`config.mk`:
```
export PLATFORM = sky130hd
export DESIGN_NAME = taillight_sched
export DESIGN_NICKNAME = d
export VERILOG_FILES = /design/src/rtl/taillight_sched.sv
export SDC_FILE = /design/constraint.sdc
export NUM_CORES = 1
export LEC_CHECK = 0
export CAP_MARGIN = 20
export CORE_AREA = 2 2 39 41
export CTS_CLUSTER_DIAMETER = 120
export DETAILED_ROUTE_END_ITERATION = 10
export DIE_AREA = 0 0 41 43
export DONT_BUFFER_PORTS = 1
export PLACE_DENSITY = 0.53
export SYNTH_ARGS = -nofsm -noshare
export SYNTH_HDL_FRONTEND = slang
export SYNTH_SLANG_ARGS = --single-unit
```
`constraint.sdc`:
```
create_clock -name clk -period 1.67 [get_ports clk]
set_input_delay 0.2505 -clock clk [delete_from_list [all_inputs] [get_ports clk]]
set_output_delay 0.2505 -clock clk [all_outputs]
set_load 0.1 [all_outputs]
```
`src/rtl/taillight_sched.sv`:
```
// taillight_sched: tick prescaler, sticky turn/hazard arbitration and step enables for the lamp sequencer.
// Define BRAKE_OVERRIDE_EN to force idle lamp sides to full-on while braking.
module taillight_sched #(
    parameter int unsigned TICK_DIV = 8
) (
    input  logic       clk,
    input  logic       reset,
    input  logic       left_sw,
    input  logic       right_sw,
    input  logic       hazard_sw,
    input  logic       brake_sw,
    input  logic [5:0] lamp_in,
    output logic       l,
    output logic       r,
    output logic       step,
    output logic       busy,
    output logic [5:0] lamp_out
);
    localparam int CW = (TICK_DIV > 2) ? $clog2(TICK_DIV) : 1;
    localparam logic [0:0] IDLE = 1'b0;
    localparam logic [0:0] RUN  = 1'b1;
    logic [CW-1:0] cnt_q, cnt_d;
    logic [1:0]    sc_q, sc_d;
    logic [0:0]    state_q, state_d;
    logic          pl_q, pl_d, pr_q, pr_d, ph_q, ph_d, rr_q, rr_d;
    logic          tick, launch, contest, gnt_l, gnt_r, run_tick;
    always_comb begin
        tick     = cnt_q == CW'(TICK_DIV - 1);
        cnt_d    = tick ? '0 : cnt_q + CW'(1);
        launch   = reset && state_q == IDLE && tick && (pl_q || pr_q || ph_q);
        run_tick = reset && state_q == RUN && tick;
        contest  = pl_q && pr_q && !ph_q;
        // rr_q low means left wins the next contested grant
        gnt_l    = ph_q || (pl_q && (!pr_q || !rr_q));
        gnt_r    = ph_q || (pr_q && (!pl_q || rr_q));
        l        = launch && gnt_l;
        r        = launch && gnt_r;
        step     = launch || run_tick;
        busy     = reset && state_q == RUN;
        pl_d     = (pl_q && !l) || left_sw;
        pr_d     = (pr_q && !r) || right_sw;
        ph_d     = (ph_q && !launch) || hazard_sw;
        rr_d     = rr_q ^ (launch && contest);
        state_d  = launch ? RUN : (run_tick && sc_q == 2'd3) ? IDLE : state_q;
        sc_d     = launch ? 2'd1 : run_tick ? sc_q + 2'd1 : sc_q;
    end
    always_ff @(posedge clk) begin
        if (!reset) begin
            cnt_q   <= '0;
            sc_q    <= 2'd0;
            state_q <= IDLE;
            pl_q    <= 1'b0;
            pr_q    <= 1'b0;
            ph_q    <= 1'b0;
            rr_q    <= 1'b0;
        end else begin
            cnt_q   <= cnt_d;
            sc_q    <= sc_d;
            state_q <= state_d;
            pl_q    <= pl_d;
            pr_q    <= pr_d;
            ph_q    <= ph_d;
            rr_q    <= rr_d;
        end
    end
`ifdef BRAKE_OVERRIDE_EN
    logic gl_q, gl_d, gr_q, gr_d, force_l, force_r;
    always_comb begin
        gl_d     = launch ? gnt_l : gl_q;
        gr_d     = launch ? gnt_r : gr_q;
        // a side owned by the running or launching grant keeps its pattern
        force_l  = reset && brake_sw && !(l || (busy && gl_q));
        force_r  = reset && brake_sw && !(r || (busy && gr_q));
        lamp_out = {force_l ? 3'b111 : lamp_in[5:3], force_r ? 3'b111 : lamp_in[2:0]};
    end
    always_ff @(posedge clk) begin
        if (!reset) begin
            gl_q <= 1'b0;
            gr_q <= 1'b0;
        end else begin
            gl_q <= gl_d;
            gr_q <= gr_d;
        end
    end
`else
    logic unused_brake;
    assign unused_brake = brake_sw;
    assign lamp_out     = lamp_in;
`endif
endmodule
```
# Yosys cells after proc, flatten, opt, wreduce, memory -nomap -nowiden
# Index checks and enable logic that the tools add are counted.
# op_classes
addsub,2
n_eq_ne,2
n_mux,4
bitwise,3
n_reduce_logical,37
# op_table
operator,n
logical AND 1 bit,16
logical OR 1 bit,10
zero test 1 bit,7
2-to-1 mux 1 bit,4
nonzero test 2 bit,2
OR reduction 2 bit,2
adder 3 x 1 -> 3 bit (second input constant),1
equality test 3 bit (second input constant),1
adder 2 x 1 -> 2 bit (second input constant),1
equality test 2 bit (second input constant),1
inverter 1 bit,2
bitwise XOR 1 bit,1
# word_totals
regBits,10
input_bits,12
out_inout_bits,10
word_cells,56

# Longest topological paths before layout
# Gate-level depths: netlist of run 1.
# depth
ltp_word,8
mapped_depth,5
ltp_nobuf,5

# Worst setup path before layout of run 1
# Ideal clock, no wire load.
# synth_timing
path_kind,register to output
startpoint,reg cnt_q[0]
endpoint,out l
arrival_time_ns,2.334
required_ns,1.419
path_slack_ns,-0.914
stages_incl_launch_ff,6
path_buffers,0
cell_sequence,dfxtp_1 -> ha_1 -> ha_1 -> and2b_4 -> o311ai_2 -> nor2_1
# synth_between
elab_chain_cells,4
# synth_rtl
item,line_no,rtl
"start, declared",22,"logic [CW-1:0] cnt_q, cnt_d;"
"start signal, assigned",57,cnt_q <= cnt_d;
equality test 3 bit,28,tick = cnt_q == CW'(TICK_DIV - 1);
logical AND 1 bit (2 in series),30,launch = reset && state_q == IDLE && tick && (pl_q || pr_q || ph_q);
logical AND 1 bit,36,l = launch && gnt_l;
"end, declared",13,"output logic l,"
# Every way passes these cells.

# Worst setup path after layout of run 1
# layout_timing
startpoint,reg cnt_q[0]
endpoint,out r
# layout_between
elab_chain_cells,4
# layout_rtl
item,line_no,rtl
equality test 3 bit,28,
logical AND 1 bit (2 in series),30,
logical AND 1 bit,37,r = launch && gnt_r;
"end, declared",14,"output logic r,"
# Every way passes these cells.

==> flow_metrics.py, run 1 <==
metrics = {
    "logic_synthesis": {
        "synthesis.nets": 71,
        "synthesis.area_um2": 513,
        "yosys.area.top_type": "dfxtp_1",
        "yosysMostFrequentCell": "dfxtp_1",
        "yosys-top-cells-count": "10 x dfxtp_1, 9 x nand2_1, 6 x buf_4, 3 x ha_1, 3 x o21a_1",
        "netlist_instances": 56,
        "synth.area.top_cells": "dfxtp_1 39%, buf_4 8.8%, ha_1 7.3%, nand2_1 6.6%, o21a_1 4.4%",
        "yosysSeqAreaShare_pct": 39.0,
        "yosys_warnings": 0,
        "synth_top_area_share_pct": 39.0,
        "synthDistinctLibCells": 26,
        "syn_area_per_cell_um2": 9.16,
        "ys_async_sr_fraction_pct": 0,
        "ys_seq_elements": 10,
        "synth_flop_cell": "dfxtp_1",
        "synth-edff-count": 0,
    },
    "placement": {
        "place.gp.congestion": 0.667,
        "hpwl_um": 706,
        "port_buffers": 0,
        "numPlacedInstances": 69,
    },
    "layout": {
        "finalNonFillerCells": 79,
        "area_growth_syn_to_layout_pct": 33.9,
        "n_fill_cell": 136,
        "num_antenna_cells": 0,
        "finalNetCount": 79,
        "drive_gt1_share_pct": 38.1,
        "finish.utilization_pct": 49.6,
    },
    "drt": {
        "wl_um": 931,
        "drcViolationCount": 0,
        "post_drt_wl_per_cell_um": 11.8,
        "drtIter0Drc": 9,
        "topRoutingLayerUsed": "met3",
        "vias": 400,
        "wl_met2_um": 500,
        "met3_wirelength_um": 41,
        "drt_first_pass_iters": 4,
        "antenna_left": 0,
        "wl_met1_um": 389,
        "vias_per_cell": 5.06,
    },
    "grt": {
        "antenna_found_initial": 0,
        "track_usage_pct": 12.5,
        "gr-total-overflow": 0,
        "grt_pass1_wl_um": 1480,
        "grt_max_degree": 13,
        "grt_pass1_vias": 365,
    },
    "cts": {
        "cts.sinks": 10,
        "cts_root_buffer": "clkbuf_4",
        "cts_resized": 0,
        "postCtsHoldBufs": 0,
        "clk_latency_ps": 260,
        "cts-buffers-inserted": 3,
        "cts_buffer_depth": 2,
        "cts_max_level": 1,
        "cts_tree": "yes",
        "clkSlewWorstSetupHoldPaths_ps": 70,
    },
    "floorplanning": {
        "pin_count": 22,
        "fp-row-count": 14,
        "chipWidth_um": 41,
        "core_area_um2": 1380,
        "die-area_um2": 1760,
        "start_util_pct": 37.1,
        "die_h_um": 43,
    },
    "sta": {
        "fmax_ghz": 0.571,
        "worst_pin_slew_ps": 420,
        "slew_headroom_pct": 71.9,
        "period_share_pct": 105,
        "period_minus_slack_ps": 1750,
        "hold_slack_ps": 102,
        "rsz0062_at_grt": "true",
        "fin_skew_ps": 2.23,
        "hold_viol": 0,
        "final.setup.tns_ps": -219,
        "fin_ws_ps": -80.2,
        "setup_viol": 3,
        "drv_slew": 0,
    },
    "power": {
        "p_total_uw": 522,
        "power_leakage_nw": 0.288,
        "powerDensity_nw_per_um2": 760,
        "vdd_drop_max_mv": 0.423,
    },
    "worst_setup_path": {
        "start_kind": "flip-flop",
        "required_ps": 1420,
        "critPathKind": "reg -> out",
        "cp-end-kind": "primary output",
        "path_max_fanout": 4,
        "cp.arrival_ps": 1500,
    },
    "flow_run": {
        "cap_viol_max_count": 0,
    },
    "run_status": {
        "violations": "negative setup slack",
        "outcome": "finished, violations left",
    },
    "hold_path": {
        "hp-class": "in -> reg",
    },
}
-- layout by cell type, fill, tap and decap left out, drive strengths merged, types with 2 or more instances in the layout --
cell type,instances
a21oi,2
dfxtp,10
ha,3
clkbuf,4
o21a,3
buf,10
nand3,2
nand2,9
nor2,2
nor3b,2
-- power by group --
group          switching [mW]  internal (mW)
logic                  0.0158         0.0207
registers              0.0159          0.252
clock network          0.0854          0.132
total                   0.117          0.405
-- flip-flops by register name (all words and copies together) (netlist names) --
name / count
state_q: 1
ph_q: 1
rr_q: 1
pl_q: 1
cnt_q: 3
sc_q: 2
pr_q: 1
-- metal layers --
layer	vias to the layer above	track usage, %
met5	-	0
met4	0	4.67
met3	0	5.24
met2	6	20.3
met1	190	13.6
li1	204	-
-- timing repair --
item	CTS	global route
pin swaps	4	4
setup endpoints to repair	3	3
setup buffers	4	2
-- path summary, 6_finish.rpt --
path	slack [ps]	start	end	cells after the start
hold reg to reg	430	cnt_q[0]	cnt_q[0]	1
setup / recovery	-80	cnt_q[0]	r	6
hold / removal	100	reset	pr_q	1
setup reg to reg	110	cnt_q[0]	sc_q[1]	8
-- per-stage QoR --
| step | instance area (um2) | setup slack (ps) |
|---|---|---|
| floorplan | 568 | -22.8 |
| global placement | 606 | 117 |
| detailed placement | 606 | 92.9 |
| CTS | 672 | -112 |
| global route | 687 | -145 |
| finish | 687 | -80.2 |
-- worst max-delay path, cell delays in order (launching register included) --
cell,delay (ps)
dfxtp_2,350
ha_4,130
ha_4,120
and2b_4,160
o311ai_4,140
nor2_4,160
buf_12,180
-- cell families after synthesis --
family                     after synthesis  synth area share (%)
buffers and inverters                    8                  10.5
muxes                                    2                  4.15
adders and majority gates                3                  7.32
DFF                                     10                  39.0
AOI/OAI and AO/OA                        9                  13.4
and+or+nand+nor                         24                  25.6
-- final cells by class --
class,instances,area [um2],area share [%]
Multi-Input combinational cell,38,312,45.4
Clock buffer,4,36.3,5.28
Sequential cell,10,203,29.5
Timing Repair Buffer,10,113,16.4
Tap cell,16,20.0,2.91
Inverter,1,3.75,0.546
Note: power is estimated with default switching activity, not from simulation.
==> run 2, diff against run 1 <==
PLACE_DENSITY = 0.55   (was 0.53)
clock period = 1.55 ns   (was 1.67 ns; I/O delays follow)
==> run 2 against run 1 <==
Net effect:
- the run still ends with negative setup slack left
- non-clock buffer count is 1 lower
- clock power is 22% lower
- critical path depth stayed put
- highest routed layer is now met4
- via count is 5.3% lower
- flip-flop and latch count stayed put
- first-iteration DRC count is 56% lower
- critical path type unchanged
- register-to-register slack hardly changed
- hold slack worse by 12 ps
==> flow_metrics.py, run 2 (synthesized netlist as in run 1, its figures left out) <==
metrics = {
    "layout": {
        "reg_top3": "cnt_q: 3 flops, sc_q: 2 flops",
        "area_growth_syn_to_layout_pct": 29.8,
        "largest_register": "cnt_q",
        "finalNetCount": 78,
        "fin_area_um2": 666,
        "n_fill_cell": 141,
        "num_antenna_cells": 0,
        "mostFrequentLayoutCells": "8 x nand2_1, 8 x dfxtp_1, 6 x buf_4",
        "largest_register_ffs": 3,
        "finalNonFillerCells": 77,
        "drive_gt1_share_pct": 36.1,
    },
    "grt": {
        "grt_pass1_vias": 355,
        "grtUsageMet3_pct": 3.66,
        "gr-total-overflow": 0,
        "antenna_found_initial": 0,
        "use_met2_pct": 16.6,
        "grt_busiest_layer": "met2",
        "grt_pass1_wl_um": 1460,
        "grt_max_degree": 13,
        "track_usage_pct": 12.3,
        "met1_usage_pct": 16.3,
    },
    "drt": {
        "antenna_left": 0,
        "vias_per_cell": 4.92,
        "drt_first_pass_iters": 2,
        "post_drt_wl_per_cell_um": 11.5,
        "wl_um": 883,
        "drtIter0Drc": 4,
        "drcViolationCount": 0,
        "vias": 379,
    },
    "cts": {
        "postCtsHoldBufs": 0,
        "clk_latency_ps": 260,
        "cts_max_level": 1,
        "cts_buffer_depth": 2,
        "cts_resized": 0,
        "cts_root_buffer": "clkbuf_4",
        "cts_tree": "yes",
        "cts.sinks": 10,
        "cts-buffers-inserted": 3,
        "clkSlewWorstSetupHoldPaths_ps": 60,
    },
    "worst_setup_path": {
        "worst-path-buf-inv": 1,
        "cp-end-kind": "primary output",
        "crit_path_frequent_cell": "ha_4",
        "cp_num_cells": 6,
        "max_stage_delay_ps": 350,
        "critPathLaunch": "cnt_q[0]",
        "worst_r2r_path_depth": 6,
        "start_kind": "flip-flop",
        "critPathKind": "reg -> out",
        "critPathSlowestCell": "dfxtp_2",
        "reg2reg_from": "cnt_q[0]",
        "r2r_slack_ps": 110,
        "path_max_fanout": 5,
        "path_cells": "ha_4 -> ha_4 -> and2b_4 -> o311ai_4 -> nor2_4 -> buf_12",
        "rr_endpoint": "sc_q[1]",
        "cp-endpoint": "r",
        "cp.arrival_ps": 1530,
        "required_ps": 1320,
        "crit_family": "flip-flops",
    },
    "floorplanning": {
        "fp-row-count": 14,
        "chipWidth_um": 41,
        "start_util_pct": 37.1,
        "die-area_um2": 1760,
        "die_h_um": 43,
        "pin_count": 22,
        "core_area_um2": 1380,
    },
    "placement": {
        "hpwl_um": 643,
        "numPlacedInstances": 71,
        "port_buffers": 0,
        "dpl_cell_area_um2": 621,
        "place.gp.congestion": 0.641,
    },
    "power": {
        "vdd_drop_max_mv": 0.504,
        "power_leakage_nw": 0.278,
        "seqPwrFrac_pct": 57.3,
        "clkPwrFrac_pct": 34.2,
        "powerDensity_nw_per_um2": 751,
        "switchingPower_uw": 115,
        "combPwrFrac_pct": 8.5,
        "internal_power_uw": 385,
        "switching_share_pct": 23.0,
    },
    "sta": {
        "worst_pin_slew_ps": 461,
        "fin_skew_ps": 2.91,
        "drv_slew": 0,
        "slew_headroom_pct": 69.2,
        "period_minus_slack_ps": 1760,
        "setup_viol": 3,
        "rsz0062_at_grt": "true",
        "fmax_ghz": 0.568,
        "period_share_pct": 114,
        "fin_ws_ps": -211,
        "hold_viol": 0,
    },
    "run_status": {
        "violations": "negative setup slack",
        "outcome": "finished, violations left",
    },
    "flow_run": {
        "cap_viol_max_count": 0,
    },
    "hold_path": {
        "min-delay-start": "reset",
        "hp-class": "in -> reg",
    },
}
## run 2: cell count changes in the layout (fill, tap and decap cells not counted), sizes merged
cell / change
buf: -1
clkbuf: -1
## run 2: power groups by stage
stage | Sequential (mW) | Clock, mW | Combinational (mW)
final | 0.286 | 0.171 | 0.0425
after global routing | 0.288 | 0.193 | 0.0486
after CTS | 0.286 | 0.184 | 0.0427
after detailed placement | 0.292 | 0 | 0.0425
after global placement | 0.292 | 0 | 0.0417
after floorplan | 0.291 | 0 | 0.110
## run 2: layout make-up
cell class                 instances  area [um2]  area share (%)
tap                               16        20.0            3.01
timing repair buffer               9         105            15.8
sequential                        10         203            30.5
inverter                           1        3.75           0.564
clock buffer                       3        22.5            3.38
multi-input combinational         38         312            46.8
## run 2: timing repair
item / CTS / global route
setup endpoints to repair: 3 / 3
pin swaps: 1 / 2
buffers inserted: 1 / 2
hold endpoints to repair: 0 / 0
## run 2: per-stage QoR
| step | hold WS, ps | utilization, % | setup TNS [ps] | worst slack (ps) | total power [mW] |
|---|---|---|---|---|---|
| 5_1_grt | 76.1 | 48.1 | -815 | -282 | 0.530 |
| 2_1_floorplan | 351 | - | -295 | -125 | 0.401 |
| 6_report | 90.7 | 48.1 | -610 | -211 | 0.500 |
| 3_3_place_gp | 354 | 44.8 | 0 | 38.8 | 0.334 |
| 4_1_cts | 77.2 | 47.0 | -663 | -233 | 0.513 |
| 3_5_place_dp | 355 | 44.8 | 0 | 38.4 | 0.334 |
## run 2: how the worst min path moves through the flow
| stage | endpoint | slack, ps | depth (start not counted) |
|---|---|---|---|
| floorplan | pl_q | 350 | 2 |
| global placement | pr_q | 350 | 1 |
| detailed placement | pr_q | 360 | 1 |
| CTS | pr_q | 80 | 1 |
| global route | pr_q | 80 | 1 |
| finish | pr_q | 90 | 1 |
## run 2: routing by layer
layer	part of all wire (%)	routed length, um	vias up
li1	-	-	200
met1	43	377	168
met2	50	441	9
met3	6.5	57	2
met4	0.68	6	0
met5	0	0	-
